===== src/rtl/mem_port_arbiter_pkg.sv =====
// Shared types and defaults for the fetch/data memory port arbiter.
package mem_port_arbiter_pkg;

    typedef enum logic [1:0] {
        ST_IDLE    = 2'd0,
        ST_GRANT_D = 2'd1,
        ST_GRANT_F = 2'd2,
        ST_RESP    = 2'd3
    } state_e;

    typedef enum logic {
        OWN_F = 1'b0,
        OWN_D = 1'b1
    } owner_e;

    localparam int unsigned DEF_STARVE_MAX = 4;
    localparam int unsigned DEF_TIMEOUT    = 16;

endpackage


===== src/rtl/mem_port_arbiter_if.sv =====
// Request/response bundle between the pipeline ports, the arbiter and the shared memory.
interface mem_port_arbiter_if #(
    parameter int unsigned DATA_W = 32
) ();
    logic              if_req;
    logic [DATA_W-1:0] if_addr;
    logic [DATA_W-1:0] if_rdata;
    logic              if_ready;
    logic              d_read;
    logic              d_write;
    logic [DATA_W-1:0] d_addr;
    logic [DATA_W-1:0] d_wdata;
    logic [DATA_W-1:0] d_rdata;
    logic              d_ready;
    logic              mem_req;
    logic              mem_we;
    logic [DATA_W-1:0] mem_addr;
    logic [DATA_W-1:0] mem_wdata;
    logic [DATA_W-1:0] mem_rdata;
    logic              mem_ack;

    // Arbiter side: serves the pipeline ports, masters the memory bus.
    modport master (
        input  if_req, if_addr, d_read, d_write, d_addr, d_wdata, mem_rdata, mem_ack,
        output if_rdata, if_ready, d_rdata, d_ready, mem_req, mem_we, mem_addr, mem_wdata
    );

    modport slave (
        output if_req, if_addr, d_read, d_write, d_addr, d_wdata, mem_rdata, mem_ack,
        input  if_rdata, if_ready, d_rdata, d_ready, mem_req, mem_we, mem_addr, mem_wdata
    );
endinterface


===== src/rtl/mem_port_arbiter_timeout.sv =====
// Saturating count of unacknowledged request cycles; 'last' marks the LIMIT-th such cycle.
module arb_timeout_counter #(
    parameter int unsigned LIMIT = 16
) (
    input  logic clk,
    input  logic reset,
    input  logic clear,
    input  logic incr,
    output logic last
);
    localparam int unsigned W = $clog2(LIMIT + 1);
    localparam logic [W-1:0] MAX_CNT  = W'(LIMIT);
    localparam logic [W-1:0] LAST_CNT = W'(LIMIT - 1);

    logic [W-1:0] count_q;

    always_ff @(posedge clk) begin
        if (reset || clear) begin
            count_q <= '0;
        end else if (incr && (count_q != MAX_CNT)) begin
            count_q <= count_q + W'(1);
        end
    end

    assign last = (count_q >= LAST_CNT);

endmodule


===== src/rtl/mem_port_arbiter.sv =====
// Shares one single-ported memory between instruction fetch and the data port,
// one access at a time, with fetch-starvation limit and access timeout.
module mem_port_arbiter
    import mem_port_arbiter_pkg::*;
#(
    parameter int unsigned DATA_W     = 32,
    parameter int unsigned STARVE_MAX = DEF_STARVE_MAX,
    parameter int unsigned TIMEOUT    = DEF_TIMEOUT
) (
    input  logic               clk,
    input  logic               reset,
    mem_port_arbiter_if.master bus,
    output logic               stall_pipe,
    output logic               bus_error
);
    localparam int unsigned SW = $clog2(STARVE_MAX + 1);
    localparam logic [SW-1:0] STARVE_LIM = SW'(STARVE_MAX);

    state_e            state_q;
    owner_e            owner_q;
    logic [SW-1:0]     starve_q;
    logic              mem_req_q;
    logic              mem_we_q;
    logic [DATA_W-1:0] mem_addr_q;
    logic [DATA_W-1:0] mem_wdata_q;
    logic [DATA_W-1:0] if_rdata_q;
    logic [DATA_W-1:0] d_rdata_q;
    logic              if_ready_q;
    logic              d_ready_q;
    logic              bus_error_q;
    logic              d_req;
    logic              in_grant;
    logic              tmo_last;

    assign d_req    = bus.d_read | bus.d_write;
    assign in_grant = (state_q == ST_GRANT_D) || (state_q == ST_GRANT_F);

    arb_timeout_counter #(
        .LIMIT (TIMEOUT)
    ) u_timeout (
        .clk   (clk),
        .reset (reset),
        .clear (!in_grant),
        .incr  (in_grant && !bus.mem_ack),
        .last  (tmo_last)
    );

    always_ff @(posedge clk) begin
        if (reset) begin
            state_q     <= ST_IDLE;
            owner_q     <= OWN_F;
            starve_q    <= '0;
            mem_req_q   <= 1'b0;
            mem_we_q    <= 1'b0;
            mem_addr_q  <= '0;
            mem_wdata_q <= '0;
            if_rdata_q  <= '0;
            d_rdata_q   <= '0;
            if_ready_q  <= 1'b0;
            d_ready_q   <= 1'b0;
            bus_error_q <= 1'b0;
        end else begin
            if_ready_q <= 1'b0;
            d_ready_q  <= 1'b0;
            unique case (state_q)
                ST_IDLE: begin
                    // Data wins unless fetch has already waited through STARVE_MAX data grants.
                    if (d_req && (!bus.if_req || (starve_q < STARVE_LIM))) begin
                        state_q     <= ST_GRANT_D;
                        owner_q     <= OWN_D;
                        mem_req_q   <= 1'b1;
                        mem_we_q    <= bus.d_write;
                        mem_addr_q  <= bus.d_addr;
                        mem_wdata_q <= bus.d_wdata;
                        if (!bus.if_req) begin
                            starve_q <= '0;
                        end else if (starve_q != STARVE_LIM) begin
                            starve_q <= starve_q + SW'(1);
                        end
                    end else if (bus.if_req) begin
                        state_q     <= ST_GRANT_F;
                        owner_q     <= OWN_F;
                        mem_req_q   <= 1'b1;
                        mem_we_q    <= 1'b0;
                        mem_addr_q  <= bus.if_addr;
                        mem_wdata_q <= '0;
                        starve_q    <= '0;
                    end
                end
                ST_GRANT_D, ST_GRANT_F: begin
                    if (bus.mem_ack || tmo_last) begin
                        state_q   <= ST_RESP;
                        mem_req_q <= 1'b0;
                        if (!bus.mem_ack) begin
                            bus_error_q <= 1'b1;
                        end
                        if (owner_q == OWN_D) begin
                            d_ready_q <= 1'b1;
                            d_rdata_q <= (bus.mem_ack && !mem_we_q) ? bus.mem_rdata : '0;
                        end else begin
                            if_ready_q <= 1'b1;
                            if_rdata_q <= bus.mem_ack ? bus.mem_rdata : '0;
                        end
                    end
                end
                ST_RESP: state_q <= ST_IDLE;
                default: state_q <= ST_IDLE;
            endcase
        end
    end

    assign bus.mem_req   = mem_req_q;
    assign bus.mem_we    = mem_we_q;
    assign bus.mem_addr  = mem_addr_q;
    assign bus.mem_wdata = mem_wdata_q;
    assign bus.if_rdata  = if_rdata_q;
    assign bus.if_ready  = if_ready_q;
    assign bus.d_rdata   = d_rdata_q;
    assign bus.d_ready   = d_ready_q;
    assign bus_error     = bus_error_q;

    assign stall_pipe = !reset && ((bus.if_req && !if_ready_q) || (d_req && !d_ready_q));

endmodule


===== src/flat_wrapper.sv =====
// flat-port wrapper written by rule: the top's interface ports become plain ports
module mem_port_arbiter_flat import mem_port_arbiter_pkg::*;
#(
    parameter int unsigned DATA_W     = 32,
    parameter int unsigned STARVE_MAX = DEF_STARVE_MAX,
    parameter int unsigned TIMEOUT    = DEF_TIMEOUT
)
  (clk, reset, stall_pipe, bus_error, bus_if_req, bus_if_addr, bus_d_read, bus_d_write, bus_d_addr, bus_d_wdata, bus_mem_rdata, bus_mem_ack, bus_if_rdata, bus_if_ready, bus_d_rdata, bus_d_ready, bus_mem_req, bus_mem_we, bus_mem_addr, bus_mem_wdata);
  mem_port_arbiter_if #(.DATA_W(DATA_W)) bus_i ();
  input  logic clk;
  input  logic reset;
  output logic stall_pipe;
  output logic bus_error;
  input wire logic [$bits(bus_i.if_req)-1:0] bus_if_req;
  input wire logic [$bits(bus_i.if_addr)-1:0] bus_if_addr;
  input wire logic [$bits(bus_i.d_read)-1:0] bus_d_read;
  input wire logic [$bits(bus_i.d_write)-1:0] bus_d_write;
  input wire logic [$bits(bus_i.d_addr)-1:0] bus_d_addr;
  input wire logic [$bits(bus_i.d_wdata)-1:0] bus_d_wdata;
  input wire logic [$bits(bus_i.mem_rdata)-1:0] bus_mem_rdata;
  input wire logic [$bits(bus_i.mem_ack)-1:0] bus_mem_ack;
  output wire logic [$bits(bus_i.if_rdata)-1:0] bus_if_rdata;
  output wire logic [$bits(bus_i.if_ready)-1:0] bus_if_ready;
  output wire logic [$bits(bus_i.d_rdata)-1:0] bus_d_rdata;
  output wire logic [$bits(bus_i.d_ready)-1:0] bus_d_ready;
  output wire logic [$bits(bus_i.mem_req)-1:0] bus_mem_req;
  output wire logic [$bits(bus_i.mem_we)-1:0] bus_mem_we;
  output wire logic [$bits(bus_i.mem_addr)-1:0] bus_mem_addr;
  output wire logic [$bits(bus_i.mem_wdata)-1:0] bus_mem_wdata;
  assign bus_i.if_req = bus_if_req;
  assign bus_i.if_addr = bus_if_addr;
  assign bus_i.d_read = bus_d_read;
  assign bus_i.d_write = bus_d_write;
  assign bus_i.d_addr = bus_d_addr;
  assign bus_i.d_wdata = bus_d_wdata;
  assign bus_i.mem_rdata = bus_mem_rdata;
  assign bus_i.mem_ack = bus_mem_ack;
  assign bus_if_rdata = bus_i.if_rdata;
  assign bus_if_ready = bus_i.if_ready;
  assign bus_d_rdata = bus_i.d_rdata;
  assign bus_d_ready = bus_i.d_ready;
  assign bus_mem_req = bus_i.mem_req;
  assign bus_mem_we = bus_i.mem_we;
  assign bus_mem_addr = bus_i.mem_addr;
  assign bus_mem_wdata = bus_i.mem_wdata;
  mem_port_arbiter #(.DATA_W(DATA_W), .STARVE_MAX(STARVE_MAX), .TIMEOUT(TIMEOUT)) u_core (.clk(clk), .reset(reset), .bus(bus_i), .stall_pipe(stall_pipe), .bus_error(bus_error));
endmodule

===== config.mk =====
export PLATFORM = sky130hd
export DESIGN_NAME = mem_port_arbiter_flat
export DESIGN_NICKNAME = d
export VERILOG_FILES = /design/src/rtl/mem_port_arbiter_pkg.sv /design/src/rtl/mem_port_arbiter_if.sv /design/src/rtl/mem_port_arbiter_timeout.sv /design/src/rtl/mem_port_arbiter.sv /design/src/flat_wrapper.sv
export SDC_FILE = /design/constraint.sdc
export NUM_CORES = 1
export LEC_CHECK = 0
export CAP_MARGIN = 20
export CORE_UTILIZATION = 41
export DETAILED_ROUTE_END_ITERATION = 10
export PLACE_DENSITY = 0.8
export SYNTH_ARGS = -nofsm -noshare
export SYNTH_HDL_FRONTEND = slang
export SYNTH_SLANG_ARGS = --single-unit

===== constraint.sdc =====
create_clock -name clk -period 2.6 [get_ports clk]
set_clock_uncertainty 0.2 [all_clocks]
set_input_delay 0.26 -clock clk [delete_from_list [all_inputs] [get_ports clk]]
set_output_delay 0.26 -clock clk [all_outputs]
set_load 0.1 [all_outputs]

Yosys cells after proc, flatten, opt, wreduce, memory -nomap -nowiden --
Cells that the tools add are included.
Word-level totals: bits in registers 144, input bits 134, output and inout port bits 134
Operators by class: $add $sub $neg 2, order comparisons 2, eq/ne operators 8, multiplexer cells 23, bitwise gates (word level) 5, reductions and logical operators 31
Operators with widths (count):
- $mux 32 | 6
- $reduce_and 3->1 | 5
- $mux 3 | 4
- $mux 1 | 8
- $logic_and 1x1->1 | 7
- $logic_not 1->1 | 7
- $mux 2 | 3
- $ne 3x3->1 const B | 2
- $pmux 2 s3 | 1
- $add 5x1->5 const B | 1
- $ge 5x4->1 const B | 1
- $logic_or 1x1->1 | 5
- $ne 5x5->1 const B | 1
- $eq 2x2->1 const B | 2
- $not 1->1 | 4
- $reduce_and 2->1 | 2
- $reduce_bool 2->1 | 2
- $add 3x1->3 const B | 1
- $lt 3x3->1 const B | 1
- $ne 3x2->1 const B | 1
- $reduce_or 3->1 | 1
- $eq 2x1->1 const B | 1
- $logic_not 2->1 | 1
- $ne 2x1->1 const B | 1
- other kinds (3) | 3

Logic depth before layout (Yosys ltp) --
Gate-level depths: netlist of the first run.
word-level depth 5, depth in mapped cells 9, gate-level depth less buffers 7

By module --
Synthesis of the first run repeated with hierarchy kept, for this count alone.
Unflattened totals: cell total of the unflattened synthesis 608, area, all modules 5482.8 µm²
By module, submodules not included:
- mem_port_arbiter | instances 1, cells an instance 575, area an instance 5198.7 µm², sequential area each 2782.7 µm²
- arb_timeout_counter | instances 1, cells an instance 33, area an instance 284.0 µm², sequential area each 100.1 µm²

Worst setup path after synthesis of the first run --
No wires, ideal clock.
path kind reg-to-output, start point register u_core.d_ready_q, in the netlist u_core.bus.d_ready, end point output port stall_pipe, data arrival time 2139 ps, path slack 1 ps, stages on the path, launching flop included 4, cells stage by stage dfxtp_1 -> nor2_1 -> a21oi_1 -> nor2_1
On the way: longest elaborated chain between the ends 4
RTL lines:
- from (decl) | RTL line mem_port_arbiter.sv:29 | logic d_ready_q;
- from (signal assigned) | RTL line mem_port_arbiter.sv:60 | d_ready_q <= 1'b0;
- from (signal assigned) | RTL line mem_port_arbiter.sv:64 | d_ready_q <= 1'b0;
- from (signal assigned) | RTL line mem_port_arbiter.sv:98 | d_ready_q <= 1'b1;
- $logic_not 1->1 | RTL line mem_port_arbiter.sv:122 | assign stall_pipe = !reset && ((bus.if_req && !if_ready_q) || (d_req && !d_ready_q));
- $logic_and 1x1->1 | RTL line mem_port_arbiter.sv:122
- $logic_or 1x1->1 | RTL line mem_port_arbiter.sv:122
- $logic_and 1x1->1 | RTL line mem_port_arbiter.sv:122
- to (decl) | RTL line flat_wrapper.sv:12 | output logic stall_pipe;
Every way passes these cells.

Worst setup path after layout of the first run --
start point register u_core.u_timeout.count_q[1], end point register u_core.if_rdata_q[22], in the netlist u_core.bus.if_rdata[22]
On the way: longest elaborated chain between the ends 3
RTL lines:
- from (decl) | RTL line mem_port_arbiter_timeout.sv:15 | logic [W-1:0] count_q;
- from (signal assigned) | RTL line mem_port_arbiter_timeout.sv:21 | count_q <= count_q + W'(1);
- $ge 5x4->1 | RTL line mem_port_arbiter_timeout.sv:25 | assign last = (count_q >= LAST_CNT);
- $logic_or 1x1->1 | RTL line mem_port_arbiter.sv:91 | if (bus.mem_ack || tmo_last) begin
- $reduce_and 3->1 (no source line)
- to (signal assigned) | RTL line mem_port_arbiter.sv:102 | if_rdata_q <= bus.mem_ack ? bus.mem_rdata : '0;
- to (decl) | RTL line mem_port_arbiter.sv:26 | logic [DATA_W-1:0] if_rdata_q;
Every way passes these cells. A chain may end at the register's enable or synchronous reset.

==> results of run 1 <==
## placed cells by master (no fill, tap or decap), types with 9 or more instances in the layout
cell type / count
nand2b_1: 33
o21ai_0: 32
nor2_1: 79
clkdlybuf4s50_1: 132
dfxtp_1: 144
buf_4: 143
nand2_1: 74
a21oi_1: 73
clkbuf_16: 17
nand3_1: 69
a22oi_1: 23
inv_1: 9
a211oi_1: 33
a22oi_2: 9
## how the worst max path moves through the flow
stage                                        startpoint                                   end  slack [ns]  cells after the start
2_1_floorplan             u_core.bus.d_ready$_SDFF_PP0_                            stall_pipe       0.001                      3
3_3_place_gp   u_core.u_timeout.count_q[1]$_SDFFE_PP0P_  u_core.bus.if_rdata[21]$_SDFFE_PP0P_        0.31                      7
3_5_place_dp   u_core.u_timeout.count_q[1]$_SDFFE_PP0P_  u_core.bus.if_rdata[22]$_SDFFE_PP0P_        0.23                      7
4_1_cts        u_core.u_timeout.count_q[1]$_SDFFE_PP0P_  u_core.bus.if_rdata[22]$_SDFFE_PP0P_        0.22                      7
5_1_grt        u_core.u_timeout.count_q[1]$_SDFFE_PP0P_   u_core.bus.if_rdata[4]$_SDFFE_PP0P_        0.06                      7
6_report       u_core.u_timeout.count_q[1]$_SDFFE_PP0P_  u_core.bus.if_rdata[22]$_SDFFE_PP0P_        0.24                      7
## flip-flops by register name, summed over array words and instances (netlist names)
signal                    cells
u_core.u_timeout.count_q      5
u_core.bus_error              1
u_core.bus.if_rdata          32
u_core.bus.mem_wdata         32
u_core.bus.mem_we             1
u_core.bus.d_rdata           32
u_core.bus.d_ready            1
u_core.starve_q               3
u_core.state_q                2
u_core.owner_q                1
u_core.bus.mem_req            1
u_core.bus.if_ready           1
u_core.bus.mem_addr          32
## through the flow
step,total power [mW],cells,utilization
6_report,11.8,1103,0.664
3_3_place_gp,9.21,1071,0.615
4_1_cts,11.9,1103,0.664
2_1_floorplan,7.83,669,-
5_1_grt,12.4,1103,0.664
3_5_place_dp,9.26,1071,0.615
## report_power, final
part | total [mW] | switching [mW] | internal (mW)
logic | 6.25 | 4.77 | 1.48
registers | 2.96 | 0.266 | 2.69
clock network | 2.62 | 0.933 | 1.69
total | 11.8 | 5.97 | 5.86
## worst register-to-register path: cells and delay by family, from the launching register on
| kind | cells | cell delay (ns) |
|---|---|---|
| AOI/OAI and AO/OA | 2 | 0.86 |
| and+or+nand+nor | 3 | 0.50 |
| adders and majority gates | 2 | 0.40 |
| DFF | 1 | 0.35 |
## kinds of logic (layout without fill, tap and decap cells)
logic type,count (synthesis),count (layout),synth area share
and+or+nand+nor,267,267,0.214
AOI/OAI and AO/OA,180,180,0.202
DFF,144,144,0.504
buffers and inverters,66,324,0.0556
adders and majority gates,7,7,0.0153
xor gates and xnor gates,3,3,0.00460
muxes,2,2,0.00350
## area by class of cell
cell class	instances	area, um2	area share
clock buffers	20	467	0.0525
clock inverters	12	180	0.0203
inverters	9	33.8	0.00380
multi-input cells	459	2550	0.287
flip-flops and latches	144	2880	0.324
well taps	176	220	0.0248
repair buffers	283	2550	0.287
## metal layers
metal / track usage / wire length, um / vias up
li1: - / - / 2803
met1: 0.297 / 7260 / 2660
met2: 0.410 / 8610 / 235
met3: 0.0913 / 1750 / 23
met4: 0.0750 / 311 / 0
met5: 0 / 0 / -
==> qor.yml, run 1 <==
finish:
  fillers: 1121
  fin_nets: 1055
  drive_gt1_frac: 0.217
  antenna_cells: 0
  design_area_mm2: 0.00889
  syn_to_final_growth_pct: 55.6
worst_setup_path:
  path_max_fanout: 33
  crit_path_max_incr_delay_ns: 0.64
  cp.arrival_ns: 2.51
  rr_startpoint: "u_core.u_timeout.count_q[1]$_SDFFE_PP0P_"
  regToRegSetupSlack_ns: 0.24
  crit_chain: "ha_1 -> and3_1 -> ha_1 -> nor3_1 -> a211o_2 -> a22oi_1 -> nor2_1"
  criticalPathCategory: "reg2reg"
  reg2regPathDepth: 7
  start_kind: "register"
  required_ns: 2.75
  end_kind: "register"
  critPathTopFamily: "compound AO/OA/AOI/OAI gates"
  crit_buf_inv: 0
  crit_top_cell: "ha_1"
  rr_endpoint: "u_core.bus.if_rdata[22]$_SDFFE_PP0P_"
  crit_slowest_cell: "a211o_2"
timing:
  setup-tns-final_ns: 0
  max_freq_mhz: 424
  setup_ws_ns: 0.241
  holdWs_ns: 0.0851
  finalCritPeriodShare: 0.907
  drv_slew: 0
  fin_crit_ns: 2.36
  finalHoldViolCount: 0
  rsz0062_at_grt: "false"
  tightest_slew_ns: 0.712
  slew_headroom: 0.526
  finalSetupViolations: 0
clock_tree:
  clk_latency_ns: 0.41
  clk_pin_slew_ns: 0.06
  numCtsBuffers: 17
  tritoncts: "done"
  cts_hold_buf: 0
  cts.sinks: 144
  cts_setup_buffers: 0
  htree_num_levels: 4
  clk_path_buf_depth: 2
  cts_resized: 0
  root_buffer: "clkbuf_16"
die:
  start_util: 0.427
  core_area_mm2: 0.0134
  row_count: 42
  die_w_um: 120
  io_pins: 268
  dieArea_mm2: 0.0144
  die_h_um: 120
global_routing:
  antenna_found_initial: 0
  grt_pass1_vias: 5479
  track_usage: 0.248
  grt_overflow: 0
  grt_pass1_wl_um: 28000
  grt_max_degree: 59
hold_path:
  min_from: "reset"
  min-delay-path-class: "in2reg"
  holdPathStages: 2
  holdPathEnd: "u_core.bus.if_rdata[26]$_SDFFE_PP0P_"
outcome:
  status: "finished clean"
drt:
  wl_per_cell_um: 16.3
  drc: 0
  vias: 5721
  routed_wl_um: 17900
  drt_first_iter_violations: 367
  via_per_inst: 5.19
  antenna_left: 0
  drt_first_pass_iters: 4
synth:
  syn_nets: 810
  synth_edf_count: 0
  async_reset_ff_frac: 0
  seq_area_frac_synth: 0.504
  synthFlopType: "dfxtp_1"
  syn-cell-area_mm2: 0.00572
  ys_types: 39
  syn_inst: 669
  yosysTopAreaCellShare: 0.504
  ys_top_cells_by_area: "dfxtp_1, a21oi_1, nand3_1"
  yosysMostFrequentCell: "dfxtp_1"
  avgSynthCellArea_um2: 8.54
  yosys.area.top_type: "dfxtp_1"
  synth_common_cells: "dfxtp_1, nor2_1, a21oi_1, nand2_1, nand3_1"
  ys_ff_latch: 144
  yosys_warnings: 0
placement:
  preCtsSetupSlack_ns: 0.232
  portBuffers: 267
  place_congestion: 0.827
  post-dp-hpwl_um: 12300
  postPlaceCellArea_mm2: 0.00825
run:
  drv_cap: 0
pwr:
  power.leakage_nw: 3.67
  vdd_drop_max_v: 0.000580
  pwr_density_cell_mw_per_mm2: 1330
Power figures use the tool's default switching activity.
==> inputs of run 2 (changes only) <==
PLACE_DENSITY = not set   (was 0.8)
PLACE_DENSITY_LB_ADDON = 0.05   (was not set)
SLEW_MARGIN = 30   (was not set)
==> run 2 against run 1 <==
Utilization decreased by 0.25 points. Fmax fell by 2.5%. Clock power down 2%. Sequential cell count unchanged. Clock-buffer cell count increased by 2. Power fell by 0.30%. Cell area fell by 0.38%. Via count is 0.31% lower. Sequential power is essentially flat. Setup slack got worse by 0.061 ns. Worst hold slack about the same. Die area unchanged. Critical endpoint is now u_core.bus.if_rdata[3]$_SDFFE_PP0P_. Largest power group unchanged.
==> qor.yml, run 2 (synthesis gave the netlist of run 1 again) <==
drt:
  wl_met3_um: 1280
  routed_wl_um: 17600
  via_per_inst: 5.18
  m1WireLength_um: 7480
  highest_layer: "met4"
  wl_per_cell_um: 16.0
  vias: 5703
  drt_first_iter_violations: 407
  dr_wl_met2_um: 8560
  drt_first_pass_iters: 4
  drc: 0
  antenna_left: 0
clock_tree:
  htree_num_levels: 4
  cts_hold_buf: 0
  numCtsBuffers: 17
  tritoncts: "done"
  cts.sinks: 144
  clk_pin_slew_ns: 0.06
  cts_setup_buffers: 0
  clk_latency_ns: 0.41
  root_buffer: "clkbuf_16"
  clk_path_buf_depth: 2
  cts_resized: 0
timing:
  max_freq_mhz: 413
  tightest_slew_ns: 0.477
  slew_headroom: 0.682
  drv_slew: 0
  finalCritPeriodShare: 0.931
  finalHoldViolCount: 0
  fin_crit_ns: 2.42
  rsz0062_at_grt: "false"
  finalSetupViolations: 0
  setup-tns-final_ns: 0
worst_setup_path:
  crit_chain: "ha_1 -> and3_1 -> ha_1 -> nor3_1 -> buf_4 -> a211o_2 -> buf_4 -> a22oi_1 -> nor2_1"
  crit_buf_inv: 2
  end_kind: "register"
  rr_startpoint: "u_core.u_timeout.count_q[1]$_SDFFE_PP0P_"
  criticalPathCategory: "reg2reg"
  start_kind: "register"
  rr_endpoint: "u_core.bus.if_rdata[3]$_SDFFE_PP0P_"
  required_ns: 2.67
  crit_path_max_incr_delay_ns: 0.43
  crit_slowest_cell: "dfxtp_1"
  critPathTopFamily: "compound AO/OA/AOI/OAI gates"
  cp.arrival_ns: 2.49
  path_max_fanout: 23
  reg2regPathDepth: 9
  crit_cells: 9
  regToRegSetupSlack_ns: 0.18
global_routing:
  track_usage: 0.239
  grt_max_degree: 73
  grt_pass1_vias: 5376
  grt_overflow: 0
  antenna_found_initial: 0
  grt_pass1_wl_um: 27300
finish:
  final_cell_mix: "buf_4, dfxtp_1, clkdlybuf4s50_1"
  drive_gt1_frac: 0.215
  antenna_cells: 0
  fin_nets: 1054
  syn_to_final_growth_pct: 55.0
  fin_util: 0.661
  fillers: 1124
die:
  dieArea_mm2: 0.0144
  row_count: 42
  die_w_um: 120
  core_area_mm2: 0.0134
  io_pins: 268
  die_h_um: 120
  start_util: 0.427
placement:
  portBuffers: 267
  post-dp-hpwl_um: 12000
  place_congestion: 0.780
pwr:
  p_switching_mw: 5.94
  cell_internal_pwr_mw: 5.86
  p_sw_frac: 0.503
  sequentialPowerShare: 0.251
  clkPwrFrac: 0.219
  comb_power_share: 0.530
  power.leakage_nw: 3.66
  pwr_density_cell_mw_per_mm2: 1330
  total_power_mw: 11.8
  vdd_drop_max_v: 0.000625
hold_path:
  holdPathEnd: "u_core.bus_error$_SDFFE_PP0P_"
  min_from: "reset"
  min-delay-path-class: "in2reg"
  holdPathStages: 2
outcome:
  status: "finished clean"
run:
  drv_cap: 0
run 2: changes by cell type in the layout (fill, tap and decap cells not counted), sizes merged:
cell,change
clkinvlp,-2
inv,-1
clkbuf,+2
clkinv,+1
buf,-1
run 2: worst max path at each step:
stage / to / startpoint / slack (ns)
after floorplan: stall_pipe / u_core.bus.d_ready$_SDFF_PP0_ / 0.001
after global placement: u_core.bus.if_rdata[5]$_SDFFE_PP0P_ / u_core.u_timeout.count_q[0]$_SDFFE_PP0P_ / 0.33
after detailed placement: u_core.bus.if_rdata[4]$_SDFFE_PP0P_ / u_core.u_timeout.count_q[0]$_SDFFE_PP0P_ / 0.20
after CTS: u_core.bus.if_rdata[3]$_SDFFE_PP0P_ / u_core.u_timeout.count_q[0]$_SDFFE_PP0P_ / 0.12
after global routing: u_core.bus.if_rdata[3]$_SDFFE_PP0P_ / u_core.u_timeout.count_q[1]$_SDFFE_PP0P_ / 0.02
final: u_core.bus.if_rdata[3]$_SDFFE_PP0P_ / u_core.u_timeout.count_q[1]$_SDFFE_PP0P_ / 0.18
run 2: per-layer routing:
layer / vias up / track usage
li1: 2796 / -
met1: 2651 / 0.295
met2: 234 / 0.398
met3: 22 / 0.0646
met4: 0 / 0.0820
met5: - / 0
run 2: worst reg2reg max path, cell delays in order, from the launching register on:
cell,delay (ns)
dfxtp_1,0.43
ha_1,0.23
and3_1,0.17
ha_1,0.16
nor3_1,0.05
buf_4,0.15
a211o_2,0.34
buf_4,0.23
a22oi_1,0.26
nor2_1,0.07
run 2: cell type report:
cell class / count / area (um2) / area share
sequential: 144 / 2880 / 0.326
multi-input combinational: 459 / 2550 / 0.288
timing repair buffer: 282 / 2530 / 0.286
clock buffer: 22 / 474 / 0.0535
tap: 176 / 220 / 0.0249
clock inverter: 10 / 158 / 0.0178
inverter: 9 / 33.8 / 0.00381
run 2: per-stage QoR:
stage          setup WS [ns]  cell area (um2)  hold slack, ns  cells
2_1_floorplan        0.00112             5720           0.176    669
3_3_place_gp           0.330             8230           0.240   1070
3_5_place_dp           0.201             8230           0.244   1070
4_1_cts                0.118             8860          0.0783   1102
5_1_grt               0.0239             8860          0.0970   1102
6_report               0.179             8860          0.0852   1102
run 2: power groups by stage:
| stage | registers, mW | clock network (mW) | logic, mW |
|---|---|---|---|
| 6_report | 2.96 | 2.58 | 6.25 |
| 3_3_place_gp | 2.98 | 0 | 6.18 |
| 2_1_floorplan | 6.12 | 0 | 1.71 |
| 3_5_place_dp | 3.00 | 0 | 6.25 |
| 5_1_grt | 3.01 | 2.73 | 6.54 |
| 4_1_cts | 2.96 | 2.62 | 6.27 |
